**config.mk**
```make
export PLATFORM = sky130hd
export DESIGN_NAME = echo_app_tx_msg_if_ctrl
export DESIGN_NICKNAME = d
export VERILOG_FILES = /design/src/rtl/echo_app_tx_msg_if_ctrl.sv
export SDC_FILE = /design/constraint.sdc
export NUM_CORES = 1
export LEC_CHECK = 0
export BUFFER_PORTS_ARGS = -buffer_cell sky130_fd_sc_hd__buf_2
export CAP_MARGIN = 20
export CORE_MARGIN = 2
export CORE_UTILIZATION = 51
export CTS_CLUSTER_SIZE = 25
export DETAILED_ROUTE_END_ITERATION = 7
export PLACE_DENSITY = 0.85
export SYNTH_ARGS = -nofsm -noshare
export SYNTH_HDL_FRONTEND = slang
export SYNTH_SLANG_ARGS = --single-unit
export TNS_END_PERCENT = 10
```
**constraint.sdc**
```tcl
create_clock -name clk -period 2.8 [get_ports clk]
set_input_delay 0.28 -clock clk [delete_from_list [all_inputs] [get_ports clk]]
set_output_delay 0.28 -clock clk [all_outputs]
set_load 0.005 [all_outputs]
```
**src/rtl/echo_app_tx_msg_if_ctrl.sv**
```systemverilog
// Echo TX message interface: per queued descriptor, reserve TX space, copy RX payload, adjust TX tail. Optional ECHO_TX_PERF_CNT_EN adds retire counters.
// Push->tx_req_val 2 cycles minimum; one descriptor in flight, msg_in_rdy drops when the descriptor FIFO is full.
module echo_app_tx_msg_if_ctrl #(
  parameter int FLOWID_W      = 8,
  parameter int LEN_W         = 16,
  parameter int RX_PTR_W      = 16,
  parameter int TX_PTR_W      = 16,
  parameter int APP_HDR_BYTES = 8,
  parameter int Q_DEPTH       = 4
) (
  input  logic                clk,
  input  logic                rst,
  input  logic                msg_in_val,
  input  logic [FLOWID_W-1:0] msg_in_flowid,
  input  logic [LEN_W-1:0]    msg_in_len,
  input  logic [RX_PTR_W:0]   msg_in_head_ptr,
  output logic                msg_in_rdy,
  output logic                tx_req_val,
  output logic                tx_req_adjust,
  output logic [FLOWID_W-1:0] tx_req_flowid,
  output logic [LEN_W-1:0]    tx_req_len,
  output logic [TX_PTR_W:0]   tx_req_ptr,
  input  logic                tx_req_rdy,
  input  logic                tx_resp_val,
  input  logic [TX_PTR_W:0]   tx_resp_tail_ptr,
  output logic                tx_resp_rdy,
  output logic                copy_cmd_val,
  output logic [FLOWID_W-1:0] copy_cmd_flowid,
  output logic [RX_PTR_W:0]   copy_cmd_src_ptr,
  output logic [TX_PTR_W:0]   copy_cmd_dst_ptr,
  output logic [LEN_W-1:0]    copy_cmd_len,
  input  logic                copy_cmd_rdy,
  input  logic                copy_done,
  output logic                done_val,
  output logic [FLOWID_W-1:0] done_flowid
`ifdef ECHO_TX_PERF_CNT_EN
  ,
  output logic [31:0]         perf_msg_cnt,
  output logic [47:0]         perf_byte_cnt
`endif
);

  localparam int RXP = RX_PTR_W + 1;
  localparam int TXP = TX_PTR_W + 1;
  localparam int QAW = $clog2(Q_DEPTH);

  typedef struct packed {
    logic [FLOWID_W-1:0] flowid;
    logic [LEN_W-1:0]    len;
    logic [RXP-1:0]      head_ptr;
  } desc_t;

  typedef enum logic [2:0] {
    S_IDLE,
    S_REQ_SPACE,
    S_WAIT_SPACE,
    S_COPY,
    S_WAIT_COPY,
    S_PTR_UPD
  } state_t;

  desc_t               fifo_mem_q [Q_DEPTH];
  logic [QAW:0]        wr_ptr_q, wr_ptr_d, rd_ptr_q, rd_ptr_d;
  logic                fifo_empty, fifo_full, push;
  desc_t               head;

  state_t              state_q, state_d;
  logic [FLOWID_W-1:0] flowid_q, flowid_d;
  logic [LEN_W-1:0]    len_q, len_d;
  logic [RXP-1:0]      src_ptr_q, src_ptr_d;
  logic [TXP-1:0]      tail_q, tail_d;
  logic                tx_req_val_q, tx_req_val_d;
  logic                tx_req_adjust_q, tx_req_adjust_d;
  logic [LEN_W-1:0]    tx_req_len_q, tx_req_len_d;
  logic [TXP-1:0]      tx_req_ptr_q, tx_req_ptr_d;
  logic                tx_resp_rdy_q, tx_resp_rdy_d;
  logic                copy_cmd_val_q, copy_cmd_val_d;
  logic                zl_done_q, zl_done_d;

  // Extra pointer bit distinguishes full from empty when the indices match.
  assign fifo_empty = (wr_ptr_q == rd_ptr_q);
  assign fifo_full  = (wr_ptr_q[QAW] != rd_ptr_q[QAW]) &&
                      (wr_ptr_q[QAW-1:0] == rd_ptr_q[QAW-1:0]);
  assign push       = msg_in_val & ~fifo_full;
  assign head       = fifo_mem_q[rd_ptr_q[QAW-1:0]];

  always_ff @(posedge clk) begin
    if (push) begin
      fifo_mem_q[wr_ptr_q[QAW-1:0]] <= {msg_in_flowid, msg_in_len, msg_in_head_ptr};
    end
  end

  always_comb begin
    state_d         = state_q;
    wr_ptr_d        = wr_ptr_q;
    rd_ptr_d        = rd_ptr_q;
    flowid_d        = flowid_q;
    len_d           = len_q;
    src_ptr_d       = src_ptr_q;
    tail_d          = tail_q;
    tx_req_val_d    = tx_req_val_q;
    tx_req_adjust_d = tx_req_adjust_q;
    tx_req_len_d    = tx_req_len_q;
    tx_req_ptr_d    = tx_req_ptr_q;
    tx_resp_rdy_d   = tx_resp_rdy_q;
    copy_cmd_val_d  = copy_cmd_val_q;
    zl_done_d       = 1'b0;

    if (push) begin
      wr_ptr_d = wr_ptr_q + (QAW+1)'(1);
    end

    case (state_q)
      S_IDLE: begin
        if (!fifo_empty) begin
          rd_ptr_d  = rd_ptr_q + (QAW+1)'(1);
          flowid_d  = head.flowid;
          len_d     = head.len;
          src_ptr_d = head.head_ptr + RXP'(APP_HDR_BYTES);
          // Zero-length messages retire without touching the TX tile or data mover.
          if (head.len != '0) begin
            state_d         = S_REQ_SPACE;
            tx_req_val_d    = 1'b1;
            tx_req_adjust_d = 1'b0;
            tx_req_len_d    = head.len;
            tx_req_ptr_d    = '0;
          end else begin
            zl_done_d = 1'b1;
          end
        end
      end
      S_REQ_SPACE: begin
        if (tx_req_rdy) begin
          state_d       = S_WAIT_SPACE;
          tx_req_val_d  = 1'b0;
          tx_resp_rdy_d = 1'b1;
        end
      end
      S_WAIT_SPACE: begin
        if (tx_resp_val) begin
          state_d        = S_COPY;
          tail_d         = tx_resp_tail_ptr;
          tx_resp_rdy_d  = 1'b0;
          copy_cmd_val_d = 1'b1;
        end
      end
      S_COPY: begin
        if (copy_cmd_rdy) begin
          state_d        = S_WAIT_COPY;
          copy_cmd_val_d = 1'b0;
        end
      end
      S_WAIT_COPY: begin
        if (copy_done) begin
          state_d         = S_PTR_UPD;
          tx_req_val_d    = 1'b1;
          tx_req_adjust_d = 1'b1;
          tx_req_len_d    = '0;
          tx_req_ptr_d    = tail_q + TXP'(len_q);
        end
      end
      S_PTR_UPD: begin
        if (tx_req_rdy) begin
          state_d         = S_IDLE;
          tx_req_val_d    = 1'b0;
          tx_req_adjust_d = 1'b0;
          tx_req_ptr_d    = '0;
        end
      end
      default: state_d = S_IDLE;
    endcase
  end

  always_ff @(posedge clk) begin
    if (rst) begin
      state_q         <= S_IDLE;
      wr_ptr_q        <= '0;
      rd_ptr_q        <= '0;
      flowid_q        <= '0;
      len_q           <= '0;
      src_ptr_q       <= '0;
      tail_q          <= '0;
      tx_req_val_q    <= 1'b0;
      tx_req_adjust_q <= 1'b0;
      tx_req_len_q    <= '0;
      tx_req_ptr_q    <= '0;
      tx_resp_rdy_q   <= 1'b0;
      copy_cmd_val_q  <= 1'b0;
      zl_done_q       <= 1'b0;
    end else begin
      state_q         <= state_d;
      wr_ptr_q        <= wr_ptr_d;
      rd_ptr_q        <= rd_ptr_d;
      flowid_q        <= flowid_d;
      len_q           <= len_d;
      src_ptr_q       <= src_ptr_d;
      tail_q          <= tail_d;
      tx_req_val_q    <= tx_req_val_d;
      tx_req_adjust_q <= tx_req_adjust_d;
      tx_req_len_q    <= tx_req_len_d;
      tx_req_ptr_q    <= tx_req_ptr_d;
      tx_resp_rdy_q   <= tx_resp_rdy_d;
      copy_cmd_val_q  <= copy_cmd_val_d;
      zl_done_q       <= zl_done_d;
    end
  end

  assign msg_in_rdy       = ~fifo_full;
  assign tx_req_val       = tx_req_val_q;
  assign tx_req_adjust    = tx_req_adjust_q;
  assign tx_req_flowid    = flowid_q;
  assign tx_req_len       = tx_req_len_q;
  assign tx_req_ptr       = tx_req_ptr_q;
  assign tx_resp_rdy      = tx_resp_rdy_q;
  assign copy_cmd_val     = copy_cmd_val_q;
  assign copy_cmd_flowid  = flowid_q;
  assign copy_cmd_src_ptr = src_ptr_q;
  assign copy_cmd_dst_ptr = tail_q;
  assign copy_cmd_len     = len_q;
  // Pointer-adjust retirement is reported in the cycle the TX tile accepts it.
  assign done_val         = ~rst & (zl_done_q | ((state_q == S_PTR_UPD) & tx_req_rdy));
  assign done_flowid      = flowid_q;

`ifdef ECHO_TX_PERF_CNT_EN
  logic [31:0] perf_msg_cnt_q, perf_msg_cnt_d;
  logic [47:0] perf_byte_cnt_q, perf_byte_cnt_d;

  always_comb begin
    perf_msg_cnt_d  = perf_msg_cnt_q;
    perf_byte_cnt_d = perf_byte_cnt_q;
    if (done_val) begin
      perf_msg_cnt_d  = perf_msg_cnt_q + 32'd1;
      perf_byte_cnt_d = perf_byte_cnt_q + 48'(len_q);
    end
  end

  always_ff @(posedge clk) begin
    if (rst) begin
      perf_msg_cnt_q  <= '0;
      perf_byte_cnt_q <= '0;
    end else begin
      perf_msg_cnt_q  <= perf_msg_cnt_d;
      perf_byte_cnt_q <= perf_byte_cnt_d;
    end
  end

  assign perf_msg_cnt  = perf_msg_cnt_q;
  assign perf_byte_cnt = perf_byte_cnt_q;
`endif

endmodule

```
# After elaboration in Yosys (flattened, before gate mapping)
# Memories as Yosys holds them, arrays and structs flattened. A register that Yosys moved wholly into a read port is not among the register bits.
# Cells that the tools add are included.
# Widths: inputs -> output; s select.
[op_classes]
n_eq_ne = 16
mux = 36
n_reduce_logical = 18
n_addsub = 4
bitwise = 8
[ops]
columns = ["op", "n"]
rows = [
  ["$mux 17", 4],
  ["$pmux 17 s3", 1],
  ["$mux 16", 3],
  ["$pmux 16 s2", 1],
  ["$mux 3", 7],
  ["$pmux 3 s6", 1],
  ["$add 17x16->17", 1],
  ["$add 17x4->17 const B", 1],
  ["$reduce_bool 16->1", 1],
  ["$ne 2x2->1 const B", 7],
  ["$mux 1", 13],
  ["$reduce_and 5->1", 2],
  ["$reduce_and 7->1", 1],
  ["$add 3x1->3 const B", 2],
  ["$eq 3x2->1 const B", 2],
  ["$eq 3x3->1 const B", 2],
  ["$pmux 1 s3", 2],
  ["$reduce_and 3->1", 2],
  ["$reduce_bool 2->1", 3],
  ["$reduce_bool 3->1", 2],
  ["$mux 2", 2],
  ["$not 1->1", 4],
  ["$pmux 1 s2", 2],
  ["$reduce_and 2->1", 2],
  ["12 further kinds", 14],
]
[word_totals]
n_memories = 1
ff_bits = 105
mem_bits_rw = 164
[mem_list]
columns = ["name", "words", "width", "read_ports", "rd_ports_with_merged_regs", "write_ports", "line_no", "source"]
rows = [
  ["fifo_mem_q", 4, 41, 1, 1, 1, "62", "desc_t fifo_mem_q [Q_DEPTH];"],
]

# Depth between registers and ports, before layout
[depth]
depth_word = 6
depth_mapped = 9

# Worst setup path before layout
# Ideal clock, no wire load.
[synth_timing]
path_kind = "reg-to-reg"
startpoint = "register (tool-made name)"
endpoint = "register tx_req_ptr_q[10] (netlist: tx_req_ptr[10])"
path_buffers = 3
period_less_slack_ns = 2.664
t_required_ns = 2.737
stages_incl_launch_ff = 10
path_slack_ns = 0.136
setup_ns = 0.063
arrival_ns = 2.601
path_cell_list = "dfxtp_1 > buf_2 > buf_2 > mux4_2 > nor4_1 > nand4_1 > or3_1 > a31oi_4 > buf_6 > a32o_1"
[synth_rtl]
columns = ["element", "line_no", "source"]
rows = [
  ["end signal: assignment", "201", "tx_req_ptr_q <= tx_req_ptr_d;"],
  ["end: declaration", "75", "logic [TXP-1:0] tx_req_ptr_q, tx_req_ptr_d;"],
]

==> flow_summary_export.csv <==
group,metric,value,unit
synthesis,post-synth-top-count-cell,"sky130_fd_sc_hd__edfxtp_1",
sta,final_cycle_utilization_of_the_critical_path,0.944,
detailed_routing,remaining_number_of_nets_flagged_by_the_antenna_check_after_routing,0,
placement,dpl_cell_area,12000,um2
synthesis,synth-edff-count,164,
clock_network,clock_sinks,271,
synthesis,synthArstFlopShare,0,
critical_path,crit_path_frequent_cell,"sky130_fd_sc_hd__buf_12",
detailed_routing,routed_via_density,5.58,
sta,fin_worst_skew,0.00761,ns
synthesis,postSynthRegisterBits,271,
global_route,track_usage,0.232,
sta,fin_tns_setup,0,ns
critical_path,setup.worst_path.end_class,"flop",
critical_path,crit_arrival,3.13,ns
final_layout,ant_diodes,0,
sta,grt_setup_unrepaired,"false",
clock_network,htree_num_levels,1,
global_route,maximum_number_of_pins_on_one_net_before_global_route_repair,59,
final_layout,drive_gt1_frac,0.289,
critical_path,critical_path.top_delay_family,"simple AND/OR/NAND/NOR gates",
sta,finalCriticalPeriod,2.64,ns
detailed_routing,detail_route.drc_violations,0,
final_layout,layout.filler_cells,1441,
critical_path,crit_path_largest_cell_delay,0.54,ns
critical_path,critPathMaxFanout,18,
floorplan,die_width,149,um
clock_network,cts-root-to-sink-buffers,3,
sta,max_freq,378,MHz
critical_path,cp-endpoint,"tx_req_ptr[6]",
placement,port_buffers,177,
critical_path,setup.worst_path.class,"flop to flop",
synthesis,yosys-top-cells-area,"sky130_fd_sc_hd__edfxtp_1, sky130_fd_sc_hd__dfxtp_1, sky130_fd_sc_hd__mux4_2",
clock_network,clk_lat_worst_skew,0.54,ns
synthesis,netlist_top_cells_count,"sky130_fd_sc_hd__edfxtp_1, sky130_fd_sc_hd__nand2_1, sky130_fd_sc_hd__dfxtp_1",
power_and_ir_drop,total_power,12.1,mW
detailed_routing,met2_wl,12900,um
final_layout,flow.area_growth_from_synthesis,24.9,%
sta,timing_worst_slew_pin_value,0.972,ns
synthesis,ys_types,47,
synthesis,yosys_warnings,0,
placement,final_estimated_routing_congestion_in_global_placement,0.855,
global_route,grt.overflow.total,0,
sta,finalSetupViolCount,0,
detailed_routing,firstDrtPassIters,5,
flow_run,number_of_maximum_capacitance_constraint_violations,0,
floorplan,initial_core_utilization,0.515,
clock_network,path_clk_slew,0.06,ns
critical_path,worstReg2RegEnd,"tx_req_ptr[6]",
critical_path,path_depth_of_the_worst_reg2reg_path,8,
power_and_ir_drop,leakagePower,5.21,nW
critical_path,crit_buf_inv,2,
clock_network,tritoncts,"built",
detailed_routing,final_wirelength,26200,um
power_and_ir_drop,power_density,899,nW/um2
sta,relSlewSlack,0.348,
critical_path,cpMaxStageDelayCell,"sky130_fd_sc_hd__mux4_2",
critical_path,timing.critical_path.depth,8,
floorplan,top_level_ports,178,
placement,hpwl,16400,um
final_layout,finish.net_count,1108,
floorplan,die-height,149,um
clock_network,cts-root-buf,"sky130_fd_sc_hd__clkbuf_16",
critical_path,regToRegSetupSlack,0.16,ns
synthesis,synth_largest_type_area_fraction,0.458,
sta,timing.final.hold_violations,0,
synthesis,synth_fp_nets,874,
global_route,via_count_of_the_first_global_routing_pass,7208,
synthesis,synthesis.area,10800,um2
final_layout,stdcell_area,13400,um2
detailed_routing,drt_iter0_drc,688,
clock_network,cts_inserted_buffers,27,
critical_path,timing.critical_path.cells,"buf_12, mux4_2, nor4_1, nand4_1, or3_1, a31oi_4, buf_12, a22o_1",
synthesis,synth.avg_cell_area,13.7,um2
power_and_ir_drop,vdd_ir_drop_max,0.594,mV
global_route,antenna_violations_before_repair,0,
detailed_routing,met3_length,2310,um
sta,pins_over_slew_limit,0,
min_path,holdCritPathClass,"primary input to flop",
detailed_routing,num_vias,7348,
synthesis,synth_ff_type,"sky130_fd_sc_hd__edfxtp_1",
critical_path,worst_ep_required_time,3.29,ns
detailed_routing,wl_per_cell,19.9,um
floorplan,floorplan.die_area,22300,um2
critical_path,startpoint_type,"flop",
run_status,run_status,"finished, final reports clean",
synthesis,ys_seq_area_frac,0.657,
synthesis,synth.largest_area_cell,"sky130_fd_sc_hd__edfxtp_1",
floorplan,design.core.area,20900,um2
global_route,grt_pass1_wl,40000,um
detailed_routing,maxUsedRoutingLayer,"met4",
detailed_routing,wl_met1,10200,um
synthesis,post_synth_inst_count,786,
floorplan,placementRows,53,
-- cell usage in the layout (no fill, tap or decap), drive strengths merged, types with 8 or more instances in the layout --
cell and instances:
a211oi 20, a21oi 63, a22o 25, a32o 8
buf 202, clkbuf 31, clkinv 12, dfxtp 107
dlygate4sd3 57, edfxtp 164, ha 22, inv 18
mux4 41, nand2 115, nor2 38, nor3 8
o21ai 11, xnor2 13, xor2 12
-- flip-flops by register name, summed over array words and instances, names as in the netlist, named ones only --
signal and cells:
copy_cmd_dst_ptr 17, copy_cmd_flowid 8, copy_cmd_len 16, copy_cmd_src_ptr 17, copy_cmd_val 1, fifo_mem_q 164
rd_ptr_q 3, state_q 3, tx_req_adjust 1, tx_req_len 16, tx_req_ptr 17, tx_req_val 1
tx_resp_rdy 1, wr_ptr_q 3, zl_done_q 1
-- routing by layer --
| layer | track usage | vias to the layer above |
|---|---|---|
| li1 | - | 3390 |
| met1 | 0.306 | 3545 |
| met2 | 0.390 | 352 |
| met3 | 0.0483 | 61 |
| met4 | 0.0733 | 0 |
| met5 | 0 | - |
-- power by group --
part | switching [mW] | internal [mW] | leakage (nW)
Clock | 1.52 | 2.13 | 0.446
Combinational | 1.81 | 1.40 | 2.38
Sequential | 0.435 | 4.79 | 2.38
Total | 3.76 | 8.32 | 5.21
-- worst reg2reg max path: cells and delay by family, from the launching register on --
family | cells | cell delay (ns)
compound gates | 2 | 0.36
buf+inv | 2 | 0.35
flops | 1 | 0.37
mux | 1 | 0.55
simple gates | 3 | 0.97
-- cells by family after synthesis --
group | Yosys count | share of synthesized area
adders and majority gates | 23 | 0.0275
xor gates and xnor gates | 25 | 0.0204
AOI/OAI and AO/OA | 148 | 0.0926
buffers and inverters | 71 | 0.0322
DFF | 271 | 0.657
muxes | 43 | 0.0878
and+or+nand+nor | 205 | 0.0825
-- layout make-up --
class	count	area, um2	share of cell area
clock inverters	19	191	0.0142
multi-input cells	444	3360	0.250
repair buffers	259	1680	0.125
flip-flops and latches	271	7070	0.526
well taps	275	344	0.0256
clock buffers	31	721	0.0536
inverters	17	63.8	0.00475
-- how the worst min path moves through the flow --
stage,start,endpoint,slack [ns],cells after the start
finish,tx_resp_tail_ptr[14],copy_cmd_dst_ptr[14],0.02,3
global route,tx_resp_tail_ptr[14],copy_cmd_dst_ptr[14],0.02,3
CTS,tx_resp_tail_ptr[14],copy_cmd_dst_ptr[14],0.006,3
detailed placement,copy_cmd_src_ptr[0],copy_cmd_src_ptr[0],0.45,2
global placement,copy_cmd_src_ptr[0],copy_cmd_src_ptr[0],0.44,2
floorplan,msg_in_head_ptr[0],fifo_mem_q[0][0],0.38,0
-- repair_timing --
action / CTS / global route
buffers inserted: 0 / 0
hold buffers: 57 / 0
setup endpoints to repair: 0 / 3
hold endpoints to repair: 180 / 0
resized for setup: 0 / 1
-- metrics by stage --
| step | cells | setup WS [ns] | hold slack, ns | utilization |
|---|---|---|---|---|
| 2_1_floorplan | 786 | 0.136 | 0.379 | - |
| 3_3_place_gp | 1209 | 0.176 | 0.441 | 0.572 |
| 6_report | 1316 | 0.155 | 0.0199 | 0.643 |
| 5_1_grt | 1316 | 0.0236 | 0.0231 | 0.643 |
| 3_5_place_dp | 1209 | 0.190 | 0.451 | 0.572 |
| 4_1_cts | 1316 | 0.140 | 0.00581 | 0.643 |
Note: power is estimated with default switching activity, not from simulation.
